### src/rtl/vm_pkg.sv
// Shared vending-machine types and constants: FSM state encoding, default
// datapath sizing and the standard coin denominations in NIS.
package vm_pkg;

  typedef enum logic [1:0] {
    IDLE       = 2'd0,
    HAS_CREDIT = 2'd1,
    DISPENSE   = 2'd2
  } vm_state_t;

  localparam int DEFAULT_WIDTH      = 5;
  localparam int DEFAULT_MAX_CREDIT = 31;

  localparam logic [DEFAULT_WIDTH-1:0] COIN_1  = DEFAULT_WIDTH'(1);
  localparam logic [DEFAULT_WIDTH-1:0] COIN_2  = DEFAULT_WIDTH'(2);
  localparam logic [DEFAULT_WIDTH-1:0] COIN_5  = DEFAULT_WIDTH'(5);
  localparam logic [DEFAULT_WIDTH-1:0] COIN_10 = DEFAULT_WIDTH'(10);

endpackage

### src/rtl/credit_accumulator_if.sv
// Request/response bundle between the coin front-end (master) and the
// credit accumulator (slave).
interface credit_accumulator_if #(parameter int WIDTH = 5);

  logic             coin_valid;
  logic [WIDTH-1:0] coin_value;
  logic             purchase_req;
  logic [WIDTH-1:0] price;
  logic             refund_req;
  logic [WIDTH-1:0] credit;
  logic             coin_reject;
  logic             overflow;
  logic             vend_ok;
  logic             vend_denied;
  logic             change_valid;
  logic [WIDTH-1:0] change_amount;
  logic             busy;

  modport master (
    output coin_valid, coin_value, purchase_req, price, refund_req,
    input  credit, coin_reject, overflow, vend_ok, vend_denied,
           change_valid, change_amount, busy
  );

  modport slave (
    input  coin_valid, coin_value, purchase_req, price, refund_req,
    output credit, coin_reject, overflow, vend_ok, vend_denied,
           change_valid, change_amount, busy
  );

endinterface

### src/rtl/credit_accumulator_dispense_timer.sv
// Load/count-down timer that measures the dispense window; done flags the
// last busy cycle so the FSM can leave DISPENSE on that edge.
module dispense_timer #(
  parameter int DISPENSE_CYCLES = 4
) (
  input  logic clk,
  input  logic rst,
  input  logic load,
  input  logic count_en,
  output logic done
);

  localparam int CW = $clog2(DISPENSE_CYCLES + 1);

  logic [CW-1:0] count;

  always_ff @(posedge clk) begin
    if (rst) begin
      count <= '0;
    end else if (load) begin
      count <= CW'(DISPENSE_CYCLES);
    end else if (count_en && count != '0) begin
      count <= count - CW'(1);
    end
  end

  assign done = (count == CW'(1));

endmodule

### src/rtl/credit_accumulator.sv
// Registered credit store for the vending machine: accepts coins up to
// MAX_CREDIT, handles purchase/refund, and holds busy while product drops.
module credit_accumulator
  import vm_pkg::*;
#(
  parameter int WIDTH           = DEFAULT_WIDTH,
  parameter int MAX_CREDIT      = DEFAULT_MAX_CREDIT,
  parameter int DISPENSE_CYCLES = 4,
  parameter int AUTO_CHANGE     = 0
) (
  input logic                 clk,
  input logic                 rst,
  credit_accumulator_if.slave bus
);

  localparam logic [WIDTH:0] MAX_EXT = (WIDTH + 1)'(MAX_CREDIT);

  vm_state_t        state;
  logic [WIDTH-1:0] credit;
  logic [WIDTH-1:0] change_amount;
  logic             coin_reject;
  logic             overflow;
  logic             vend_ok;
  logic             vend_denied;
  logic             change_valid;
  logic             busy;

  logic [WIDTH:0]   sum;
  logic [WIDTH-1:0] remainder;
  logic             price_ok;
  logic             vend_go;
  logic             timer_done;

  // One extra bit on the sum so an oversized coin is seen instead of wrapping.
  assign sum       = {1'b0, credit} + {1'b0, bus.coin_value};
  assign remainder = credit - bus.price;
  assign price_ok  = (bus.price != '0) && (credit >= bus.price);
  assign vend_go   = (state != DISPENSE) && !bus.refund_req && bus.purchase_req && price_ok;

  dispense_timer #(
    .DISPENSE_CYCLES(DISPENSE_CYCLES)
  ) u_timer (
    .clk      (clk),
    .rst      (rst),
    .load     (vend_go),
    .count_en (state == DISPENSE),
    .done     (timer_done)
  );

  // Priority outside DISPENSE is refund, then purchase, then coin; a coin that
  // loses to a refund or purchase is handed back without an overflow flag.
  always_ff @(posedge clk) begin
    if (rst) begin
      state         <= IDLE;
      credit        <= '0;
      change_amount <= '0;
      coin_reject   <= 1'b0;
      overflow      <= 1'b0;
      vend_ok       <= 1'b0;
      vend_denied   <= 1'b0;
      change_valid  <= 1'b0;
      busy          <= 1'b0;
    end else begin
      coin_reject  <= 1'b0;
      overflow     <= 1'b0;
      vend_ok      <= 1'b0;
      vend_denied  <= 1'b0;
      change_valid <= 1'b0;
      case (state)
        DISPENSE: begin
          if (bus.coin_valid) coin_reject <= 1'b1;
          if (timer_done) begin
            busy  <= 1'b0;
            state <= (credit != '0) ? HAS_CREDIT : IDLE;
          end
        end
        default: begin
          if (bus.refund_req) begin
            if (bus.coin_valid) coin_reject <= 1'b1;
            if (credit != '0) begin
              change_valid  <= 1'b1;
              change_amount <= credit;
              credit        <= '0;
            end
            state <= IDLE;
          end else if (bus.purchase_req) begin
            if (bus.coin_valid) coin_reject <= 1'b1;
            if (price_ok) begin
              vend_ok <= 1'b1;
              busy    <= 1'b1;
              state   <= DISPENSE;
              if (AUTO_CHANGE != 0) begin
                credit <= '0;
                if (remainder != '0) begin
                  change_valid  <= 1'b1;
                  change_amount <= remainder;
                end
              end else begin
                credit <= remainder;
              end
            end else begin
              vend_denied <= 1'b1;
            end
          end else if (bus.coin_valid) begin
            if (sum <= MAX_EXT) begin
              credit <= sum[WIDTH-1:0];
              state  <= (sum != '0) ? HAS_CREDIT : IDLE;
            end else begin
              coin_reject <= 1'b1;
              overflow    <= 1'b1;
            end
          end
        end
      endcase
    end
  end

  assign bus.credit        = credit;
  assign bus.coin_reject   = coin_reject;
  assign bus.overflow      = overflow;
  assign bus.vend_ok       = vend_ok;
  assign bus.vend_denied   = vend_denied;
  assign bus.change_valid  = change_valid;
  assign bus.change_amount = change_amount;
  assign bus.busy          = busy;

endmodule

### src/flat_wrapper.sv
// flat-port wrapper written by rule: the top's interface ports become plain ports
module credit_accumulator_flat import vm_pkg::*;
#(
  parameter int WIDTH           = DEFAULT_WIDTH,
  parameter int MAX_CREDIT      = DEFAULT_MAX_CREDIT,
  parameter int DISPENSE_CYCLES = 4,
  parameter int AUTO_CHANGE     = 0
)
  (clk, rst, bus_coin_valid, bus_coin_value, bus_purchase_req, bus_price, bus_refund_req, bus_credit, bus_coin_reject, bus_overflow, bus_vend_ok, bus_vend_denied, bus_change_valid, bus_change_amount, bus_busy);
  credit_accumulator_if #(.WIDTH(WIDTH)) bus_i ();
  input logic clk;
  input logic rst;
  input wire logic [$bits(bus_i.coin_valid)-1:0] bus_coin_valid;
  input wire logic [$bits(bus_i.coin_value)-1:0] bus_coin_value;
  input wire logic [$bits(bus_i.purchase_req)-1:0] bus_purchase_req;
  input wire logic [$bits(bus_i.price)-1:0] bus_price;
  input wire logic [$bits(bus_i.refund_req)-1:0] bus_refund_req;
  output wire logic [$bits(bus_i.credit)-1:0] bus_credit;
  output wire logic [$bits(bus_i.coin_reject)-1:0] bus_coin_reject;
  output wire logic [$bits(bus_i.overflow)-1:0] bus_overflow;
  output wire logic [$bits(bus_i.vend_ok)-1:0] bus_vend_ok;
  output wire logic [$bits(bus_i.vend_denied)-1:0] bus_vend_denied;
  output wire logic [$bits(bus_i.change_valid)-1:0] bus_change_valid;
  output wire logic [$bits(bus_i.change_amount)-1:0] bus_change_amount;
  output wire logic [$bits(bus_i.busy)-1:0] bus_busy;
  assign bus_i.coin_valid = bus_coin_valid;
  assign bus_i.coin_value = bus_coin_value;
  assign bus_i.purchase_req = bus_purchase_req;
  assign bus_i.price = bus_price;
  assign bus_i.refund_req = bus_refund_req;
  assign bus_credit = bus_i.credit;
  assign bus_coin_reject = bus_i.coin_reject;
  assign bus_overflow = bus_i.overflow;
  assign bus_vend_ok = bus_i.vend_ok;
  assign bus_vend_denied = bus_i.vend_denied;
  assign bus_change_valid = bus_i.change_valid;
  assign bus_change_amount = bus_i.change_amount;
  assign bus_busy = bus_i.busy;
  credit_accumulator #(.WIDTH(WIDTH), .MAX_CREDIT(MAX_CREDIT), .DISPENSE_CYCLES(DISPENSE_CYCLES), .AUTO_CHANGE(AUTO_CHANGE)) u_core (.clk(clk), .rst(rst), .bus(bus_i));
endmodule
### config.mk
export PLATFORM = sky130hd
export DESIGN_NAME = credit_accumulator_flat
export DESIGN_NICKNAME = d
export VERILOG_FILES = /design/src/rtl/vm_pkg.sv /design/src/rtl/credit_accumulator_if.sv /design/src/rtl/credit_accumulator_dispense_timer.sv /design/src/rtl/credit_accumulator.sv /design/src/flat_wrapper.sv
export SDC_FILE = /design/constraint.sdc
export NUM_CORES = 1
export LEC_CHECK = 0
export BUFFER_PORTS_ARGS = -buffer_cell sky130_fd_sc_hd__buf_2
export CORE_MARGIN = 2
export CORE_UTILIZATION = 30
export CTS_CLUSTER_SIZE = 25
export DETAILED_ROUTE_END_ITERATION = 10
export PLACE_DENSITY = 0.51
export SYNTH_ARGS = -nofsm -noshare
export SYNTH_HDL_FRONTEND = slang
export SYNTH_SLANG_ARGS = --single-unit
export TNS_END_PERCENT = 30
### constraint.sdc
create_clock -name clk -period 2.6 [get_ports clk]
set_input_delay 0.26 -clock clk [delete_from_list [all_inputs] [get_ports clk]]
set_output_delay 0.26 -clock clk [all_outputs]
set_load 0.05 [all_outputs]
==> results of run 1 <==
## flip-flops by register name, summed over array words and instances (netlist names)
name,flops
u_core.bus.change_valid,1
u_core.bus.busy,1
u_core.bus.vend_denied,1
u_core.bus.change_amount,5
u_core.state,2
u_core.bus.credit,5
u_core.u_timer.count,3
u_core.bus.vend_ok,1
u_core.bus.coin_reject,1
u_core.bus.overflow,1
## logic make-up after synthesis
family	count (synthesis)	synth area share, %
AND/OR/NAND/NOR	60	21.2
flip-flops	21	30.2
adder cells (fa/ha/maj)	15	14.6
AO/OA/AOI/OAI	47	25.2
XOR/XNOR	4	2.52
buffers and inverters	20	5.49
multiplexers	1	0.810
## metal layers
metal  vias up  global-route usage [%]
met2        31                    24.0
met3         3                    2.36
met4         0                    2.52
met1       602                    19.8
met5         -                       0
li1        662                       -
## layout make-up
| class | instances | area [sq um] | share of cell area (%) |
|---|---|---|---|
| clock buffer | 3 | 41.3 | 2.52 |
| clock inverter | 1 | 5.00 | 0.306 |
| inverter | 16 | 60.1 | 3.67 |
| multi-input combinational | 127 | 893 | 54.6 |
| sequential | 21 | 420 | 25.7 |
| tap | 52 | 65.1 | 3.98 |
| timing repair buffer | 30 | 150 | 9.18 |
## worst max-delay path: cells and delay by family (launching register included)
family | cells | cell delay [ns]
compound gates | 3 | 0.80
fa+ha+maj | 1 | 0.33
simple gates | 1 | 0.06
mux | 1 | 0.33
flops | 1 | 0.53
buf+inv | 1 | 0.08
## cells in the final DEF, fill, tap and decap left out, drive strengths merged, types with 3 or more instances in the layout
master   n
a211o    3
a211oi   3
a21oi   19
buf     30
clkbuf   3
dfxtp   21
ha      13
inv     16
nand2   12
nand2b   3
nand3    4
nor2    19
nor2b    6
nor3     5
nor4     4
o21a     3
o21ai    3
o32ai    4
xnor2    3
## where the power goes
group | switching (mW) | internal [mW] | total (mW) | leakage, nW
logic | 0.148 | 0.0883 | 0.236 | 0.506
clock network | 0.113 | 0.107 | 0.220 | 0.0255
registers | 0.0135 | 0.334 | 0.347 | 0.170
total | 0.274 | 0.529 | 0.803 | 0.702
## worst paths after layout
| path | startpoint | to | slack, ns | cells past startpoint |
|---|---|---|---|---|
| setup / recovery | u_core.bus.credit[0]$_SDFFE_PP0P_ | u_core.bus.credit[3]$_SDFFE_PP0P_ | 0.35 | 7 |
| hold / removal | bus_coin_valid | u_core.bus.coin_reject$_SDFF_PP0_ | 0.25 | 3 |
| setup reg to reg | u_core.bus.credit[0]$_SDFFE_PP0P_ | u_core.bus.credit[3]$_SDFFE_PP0P_ | 0.35 | 7 |
| hold reg to reg | u_core.bus.busy$_SDFFE_PP0P_ | u_core.bus.busy$_SDFFE_PP0P_ | 0.45 | 2 |
## metrics by stage
| step | cells | hold slack, ns | total power [mW] | worst slack [ns] | utilization, % |
|---|---|---|---|---|---|
| floorplan | 168 | 0.378 | 0.530 | 0.310 | - |
| global placement | 246 | 0.444 | 0.595 | 0.339 | 36.0 |
| detailed placement | 246 | 0.445 | 0.590 | 0.362 | 36.0 |
| CTS | 250 | 0.247 | 0.809 | 0.347 | 37.0 |
| global route | 250 | 0.248 | 0.852 | 0.249 | 37.0 |
| finish | 250 | 0.254 | 0.803 | 0.352 | 37.0 |
==> flow_summary.toml, run 1 <==
[outcome]
status = "completed"

[floorplan]
rows = 24
io_pins = 31
dieHeight_um = 72.1
fp.coreArea_sq_um = 4410
start_util_pct = 31.5
die_width_um = 72.1
dieArea_sq_um = 5190

[placed_design]
gp_congestion = 0.846
port_buffers = 30
place_area_sq_um = 1590
dp_hpwl_um = 2800

[clocking]
holdBufCountCts = 0
cts_buffers = 3
htree_levels = 1
clock-sinks = 21
cts_setup_buffers = 0
path_clk_slew_ns = 0.08
root_buffer = "clkbuf_8"
cts_max_path_buffers = 2
post_cts_resized = 0
clk-insertion-delay-late_ns = 0.26
cts_tree = "done"

[route]
firstDrtPassIters = 4
wirelength_um = 3530
m1WireLength_um = 1750
route.met2.wl_um = 1580
wl_per_cell_um = 14.1
wl_met3_um = 184
vias = 1298
viasPerCell = 5.19
top_layer = "met4"
ant_nets = 0
drtIter0Drc = 70
drc = 0

[logic_synthesis]
synth_fp_nets = 198
netlist_area_sq_um = 1390
synth_seq_cells = 21
synth_cell_types = 44
async_flop_share_pct = 0
yosysTopAreaCell = "dfxtp_1"
synth-main-ff-cell = "dfxtp_1"
yosys.cell_count.top_type = "dfxtp_1"
ys_top_cells_by_count = "dfxtp_1, nor2_1, a21oi_1, inv_1, ha_1"
syn_inst = 168
yosysSeqAreaShare_pct = 30.2
yosys_warnings = 0
synth_enable_flop_cells = 0
synthTopCellsByArea = "dfxtp_1, ha_1, a21oi_1"
synth_top_area_share_pct = 30.2
syn_area_per_cell_sq_um = 8.27

[timing]
setup_viol = 0
max-slew-margin-rel_pct = 71.1
finalHoldViolCount = 0
finalMaxSlewViolations = 0
min_period_ns = 2.25
rsz0062_at_grt = "no"
finalSetupTns_ns = 0
clock-skew-final_ns = 0.00656
max_freq_mhz = 445
tightest_slew_ns = 0.433
finalCritPeriodShare_pct = 86.5

[worst_setup_path]
max_stage_delay_ns = 0.53
critPathKind = "register to register"
worstSetupStartpointType = "register"
crit_chain = "inv_1 > ha_1 > nor2b_1 > o21a_1 > a211o_1 > a21oi_2 > mux2_1"
crit_arrival_ns = 2.40
cp_max_fo = 7
worstPathRequired_ns = 2.75
crit_slowest_cell = "dfxtp_1"
end_kind = "register"

[global_route]
grt_pass1_vias = 1238
grt_start_max_net_pins = 23
antenna_found_initial = 0
grt_pass1_wl_um = 5950
grt_overflow_total = 0
grtUsageTotal_pct = 14.4

[finish]
final_area_sq_um = 1640
drive_gt1_share_pct = 21.2
diodes = 0
fillers = 471
fin_nets = 229
area_growth_pct = 17.6

[worst_hold_path]
min_path_type = "input pin to register"

[pwr]
cellLeakagePower_nw = 0.702
ir_worst_vdd_mv = 0.198
pwr_density_cell_nw_per_um2 = 491

[job]
max_cap_violations = 0
Note: power is estimated with default switching activity, not from simulation.
==> run 2: changes to the inputs <==
- RECOVER_POWER: unset -> 100
==> flow_summary.toml, run 2 (synthesized netlist as in run 1, its figures left out) <==
[global_route]
antenna_found_initial = 0
grtUsageTotal_pct = 14.4
grt_start_max_net_pins = 23
grt_pass1_wl_um = 5950
globalRoute.busiestLayer = "met2"
grt_use_met3_pct = 2.36
grt_use_met2_pct = 24.0
grt_pass1_vias = 1238
use_met1_pct = 19.8
grt_overflow_total = 0

[placed_design]
gp_congestion = 0.846
dp_hpwl_um = 2800
port_buffers = 30

[outcome]
status = "completed"

[worst_hold_path]
whs_path_depth = 3
min_path_type = "input pin to register"

[clocking]
clk-insertion-delay-late_ns = 0.26
cts_buffers = 3
cts_max_path_buffers = 2
path_clk_slew_ns = 0.08
cts_setup_buffers = 0
holdBufCountCts = 0
htree_levels = 1
cts_tree = "done"
root_buffer = "clkbuf_8"
clock-sinks = 21
post_cts_resized = 0

[floorplan]
fp.coreArea_sq_um = 4410
die_width_um = 72.1
dieHeight_um = 72.1
rows = 24
start_util_pct = 31.5
dieArea_sq_um = 5190
io_pins = 31

[job]
max_cap_violations = 0

[worst_setup_path]
critPathTopFamily = "compound AO/OA/AOI/OAI gates"
crit_chain = "inv_1 > ha_1 > nor2b_1 > o21a_1 > a211o_1 > a21oi_1 > mux2_1"
crit_slowest_cell = "dfxtp_1"
r2r_cells = 7
max_stage_delay_ns = 0.54
worstPathRequired_ns = 2.75
worstSetupStartpointType = "register"
crit_arrival_ns = 2.46
critPathKind = "register to register"
crit_cells = 7
cp_max_fo = 7
end_kind = "register"
critical_path_buf_inv_count = 1

[route]
viasPerCell = 5.13
drtIter0Drc = 49
wirelength_um = 3560
drc = 0
ant_nets = 0
vias = 1283
wl_per_cell_um = 14.2
firstDrtPassIters = 4

[pwr]
pwr_density_cell_nw_per_um2 = 499
ir_worst_vdd_mv = 0.197
p_total_uw = 793
cellLeakagePower_nw = 0.627

[timing]
tightest_slew_ns = 0.602
rsz0062_at_grt = "no"
setup_viol = 0
clock-skew-final_ns = 0.00589
finalSetupTns_ns = 0
finalMaxSlewViolations = 0
max_freq_mhz = 434
max-slew-margin-rel_pct = 60.1
min_period_ns = 2.30
finalCritPeriodShare_pct = 88.6
finalHoldViolCount = 0

[finish]
layout_common_cells = "dfxtp_1, nor2_1, a21oi_1, inv_1, clkbuf_1"
fin_nets = 229
area_growth_pct = 14.4
layout_commonest_cell = "dfxtp_1"
diodes = 0
drive_gt1_share_pct = 10.6
biggestRegsByFlops = "u_core.bus.change_amount x5, u_core.bus.credit x5, u_core.u_timer.count x3"
-- run 2: changes by cell type in the layout (fill, tap and decap cells not counted) --
cell	before	now
a2111oi_0	0	1
o211ai_2	1	0
a21oi_2	3	2
a2111oi_1	1	0
or2_0	0	1
o211ai_1	1	2
a211oi_2	2	0
a21oi_1	16	17
or2_1	1	0
clkbuf_1	0	16
nor3_1	4	5
nor3_2	1	0
a211oi_1	1	3
buf_2	30	14
-- run 2: per-layer routing --
metal	wire length (um)	vias up
met4	16	0
met1	1760	590
met3	174	3
met5	0	-
met2	1610	29
li1	-	661
-- run 2: tightest hold or removal path, cell delays in order --
cell and delay [ns]:
buf_2 0.12, inv_1 0.05, a311oi_1 0.05
-- run 2: power breakdown --
part,internal [mW],switching [mW]
combinational,0.0822,0.144
clock,0.107,0.112
sequential,0.334,0.0137
-- run 2: cell type report --
type	count	area (sq um)
clock buffer	3	41.3
clock inverter	1	5.00
fill	490	2820
inverter	16	60.1
multi-input combinational	127	868
sequential	21	420
tap	52	65.1
timing repair buffer	30	130
-- run 2: per-stage QoR --
stage	setup slack (ns)	hold WS (ns)	area, sq um	util, %	std cells
floorplan	0.310	0.378	1390	-	168
global placement	0.339	0.444	1590	36.0	246
detailed placement	0.362	0.445	1590	36.0	246
CTS	0.347	0.247	1640	37.0	250
global route	0.194	0.248	1590	36.0	250
finish	0.297	0.254	1590	36.0	250
-- run 2: path summary, 6_finish.rpt --
kind / startpoint / end / slack [ns]
max: u_core.bus.credit[0]$_SDFFE_PP0P_ / u_core.bus.credit[3]$_SDFFE_PP0P_ / 0.30
min: bus_coin_valid / u_core.bus.coin_reject$_SDFF_PP0_ / 0.25
max reg2reg: u_core.bus.credit[0]$_SDFFE_PP0P_ / u_core.bus.credit[3]$_SDFFE_PP0P_ / 0.30
min reg2reg: u_core.bus.busy$_SDFFE_PP0P_ / u_core.bus.busy$_SDFFE_PP0P_ / 0.46
==> run 3: changes to the inputs <==
- BUFFER_PORTS_ARGS: -buffer_cell sky130_fd_sc_hd__buf_2 -> unset
- CORE_ASPECT_RATIO: unset -> 0.9
- DONT_BUFFER_PORTS: unset -> 1
- PLACE_DENSITY: 0.51 -> 0.46
==> flow_summary.toml, run 3 (synthesized netlist as in run 1, its figures left out) <==
[timing]
min_period_ns = 2.20
finalCritPeriodShare_pct = 84.7
rsz0062_at_grt = "no"
finalMaxSlewViolations = 0
max_freq_mhz = 454
finalHoldViolCount = 0
setup_viol = 0
clock-skew-final_ns = 0.00304
max-slew-margin-rel_pct = 58.5
tightest_slew_ns = 0.622
fin_ws_ns = 0.398
finalSetupTns_ns = 0

[worst_setup_path]
cp_max_fo = 8
timing.rr.start = "u_core.bus.credit[2]$_SDFFE_PP0P_"
r2r-end = "u_core.bus.change_amount[2]$_SDFFE_PP0P_"
worstSetupStartpointType = "register"
r2r_cells = 6
crit_arrival_ns = 2.36
critPathKind = "register to register"
worstPathRequired_ns = 2.75
end_kind = "register"
reg2reg_setup_slack_ns = 0.40

[route]
drtIter0Drc = 113
wl_per_cell_um = 15.1
vias = 1214
drc = 0
ant_nets = 0
wirelength_um = 3570
viasPerCell = 5.14
firstDrtPassIters = 4

[placed_design]
dp_slack_ns = 0.471
port_buffers = 0
placed_cells = 232
dp_hpwl_um = 2890
gp_congestion = 0.850

[worst_hold_path]
holdPathEnd = "u_core.state[0]$_SDFFE_PP0P_"
min_path_type = "input pin to register"
whs_path_depth = 1
holdCritStartpoint = "rst"

[clocking]
cts_tree = "done"
cts_setup_buffers = 0
holdBufCountCts = 0
post_cts_resized = 0
cts_max_path_buffers = 2
root_buffer = "clkbuf_8"
clock-sinks = 21
cts_buffers = 3
path_clk_slew_ns = 0.08
clk-insertion-delay-late_ns = 0.26
htree_levels = 1

[floorplan]
rows = 23
die_width_um = 75.8
start_util_pct = 31.2
dieArea_sq_um = 5190
io_pins = 31
dieHeight_um = 68.6
fp.coreArea_sq_um = 4460

[pwr]
p_total_uw = 766
ir_worst_vdd_mv = 0.193
pwr_density_cell_nw_per_um2 = 507
cellLeakagePower_nw = 0.569

[global_route]
grtUsageTotal_pct = 14.8
grt_pass1_vias = 1191
grt_start_max_net_pins = 23
grt_pass1_wl_um = 5750
grt_overflow_total = 0
antenna_found_initial = 0

[finish]
biggestRegsByFlops = "u_core.bus.change_amount x5, u_core.bus.credit x5, u_core.u_timer.count x3"
layout_commonest_cell = "dfxtp_1"
fin_nets = 205
drive_gt1_share_pct = 5.75
final_util_pct = 33.9
multi_input_area_sq_um = 878
diodes = 0
layout_common_cells = "dfxtp_1, nor2_1, a21oi_1, inv_1, ha_1"
seqCellArea_sq_um = 420
fin_cells = 236
fillers = 486
area_growth_pct = 8.73

[job]
max_cap_violations = 0

[outcome]
status = "completed"
[run 3: through the flow]
stage          hold slack (ns)  instance area (sq um)
4_1_cts                 0.0426                   1540
5_1_grt                 0.0436                   1510
2_1_floorplan            0.378                   1390
3_3_place_gp             0.329                   1500
3_5_place_dp             0.327                   1500
6_report                0.0600                   1510
[run 3: area by class of cell]
cell class / count / area share [%]
Multi-Input combinational cell: 127 / 58.1
Timing Repair Buffer: 6 / 1.99
Clock buffer: 4 / 2.98
Inverter: 16 / 3.97
Sequential cell: 21 / 27.8
Tap cell: 62 / 5.13
[run 3: layer usage]
metal / vias up / part of all wire (%) / track usage [%]
li1: 615 / - / -
met1: 540 / 46 / 20.0
met2: 52 / 44 / 23.1
met3: 7 / 8.8 / 4.51
met4: 0 / 1.3 / 3.51
met5: - / 0 / 0
[run 3: worst max-delay path, cell delays in order (launching register included)]
cell and delay [ns]:
dfxtp_1 0.36, clkbuf_1 0.32, or4_1 0.62, o211ai_1 0.52, nor2_1 0.09, a21oi_1 0.13, nor2_1 0.05
[run 3: how the worst max path moves through the flow]
stage | start | end | slack [ns] | depth (start not counted)
floorplan | u_core.bus.credit[0]$_SDFFE_PP0P_ | u_core.bus.credit[3]$_SDFFE_PP0P_ | 0.31 | 7
global placement | u_core.bus.credit[1]$_SDFFE_PP0P_ | u_core.bus.credit[4]$_SDFFE_PP0P_ | 0.53 | 8
detailed placement | u_core.bus.credit[0]$_SDFFE_PP0P_ | u_core.bus.credit[3]$_SDFFE_PP0P_ | 0.47 | 7
CTS | u_core.bus.credit[0]$_SDFFE_PP0P_ | u_core.bus.credit[3]$_SDFFE_PP0P_ | 0.46 | 7
global route | u_core.bus.credit[0]$_SDFFE_PP0P_ | u_core.bus.credit[3]$_SDFFE_PP0P_ | 0.27 | 7
finish | u_core.bus.credit[2]$_SDFFE_PP0P_ | u_core.bus.change_amount[2]$_SDFFE_PP0P_ | 0.40 | 6
[run 3: where the power goes]
group,leakage [nW],switching [mW],internal [mW]
Sequential,0.170,0.0322,0.334
Combinational,0.376,0.112,0.0755
Clock,0.0228,0.103,0.109
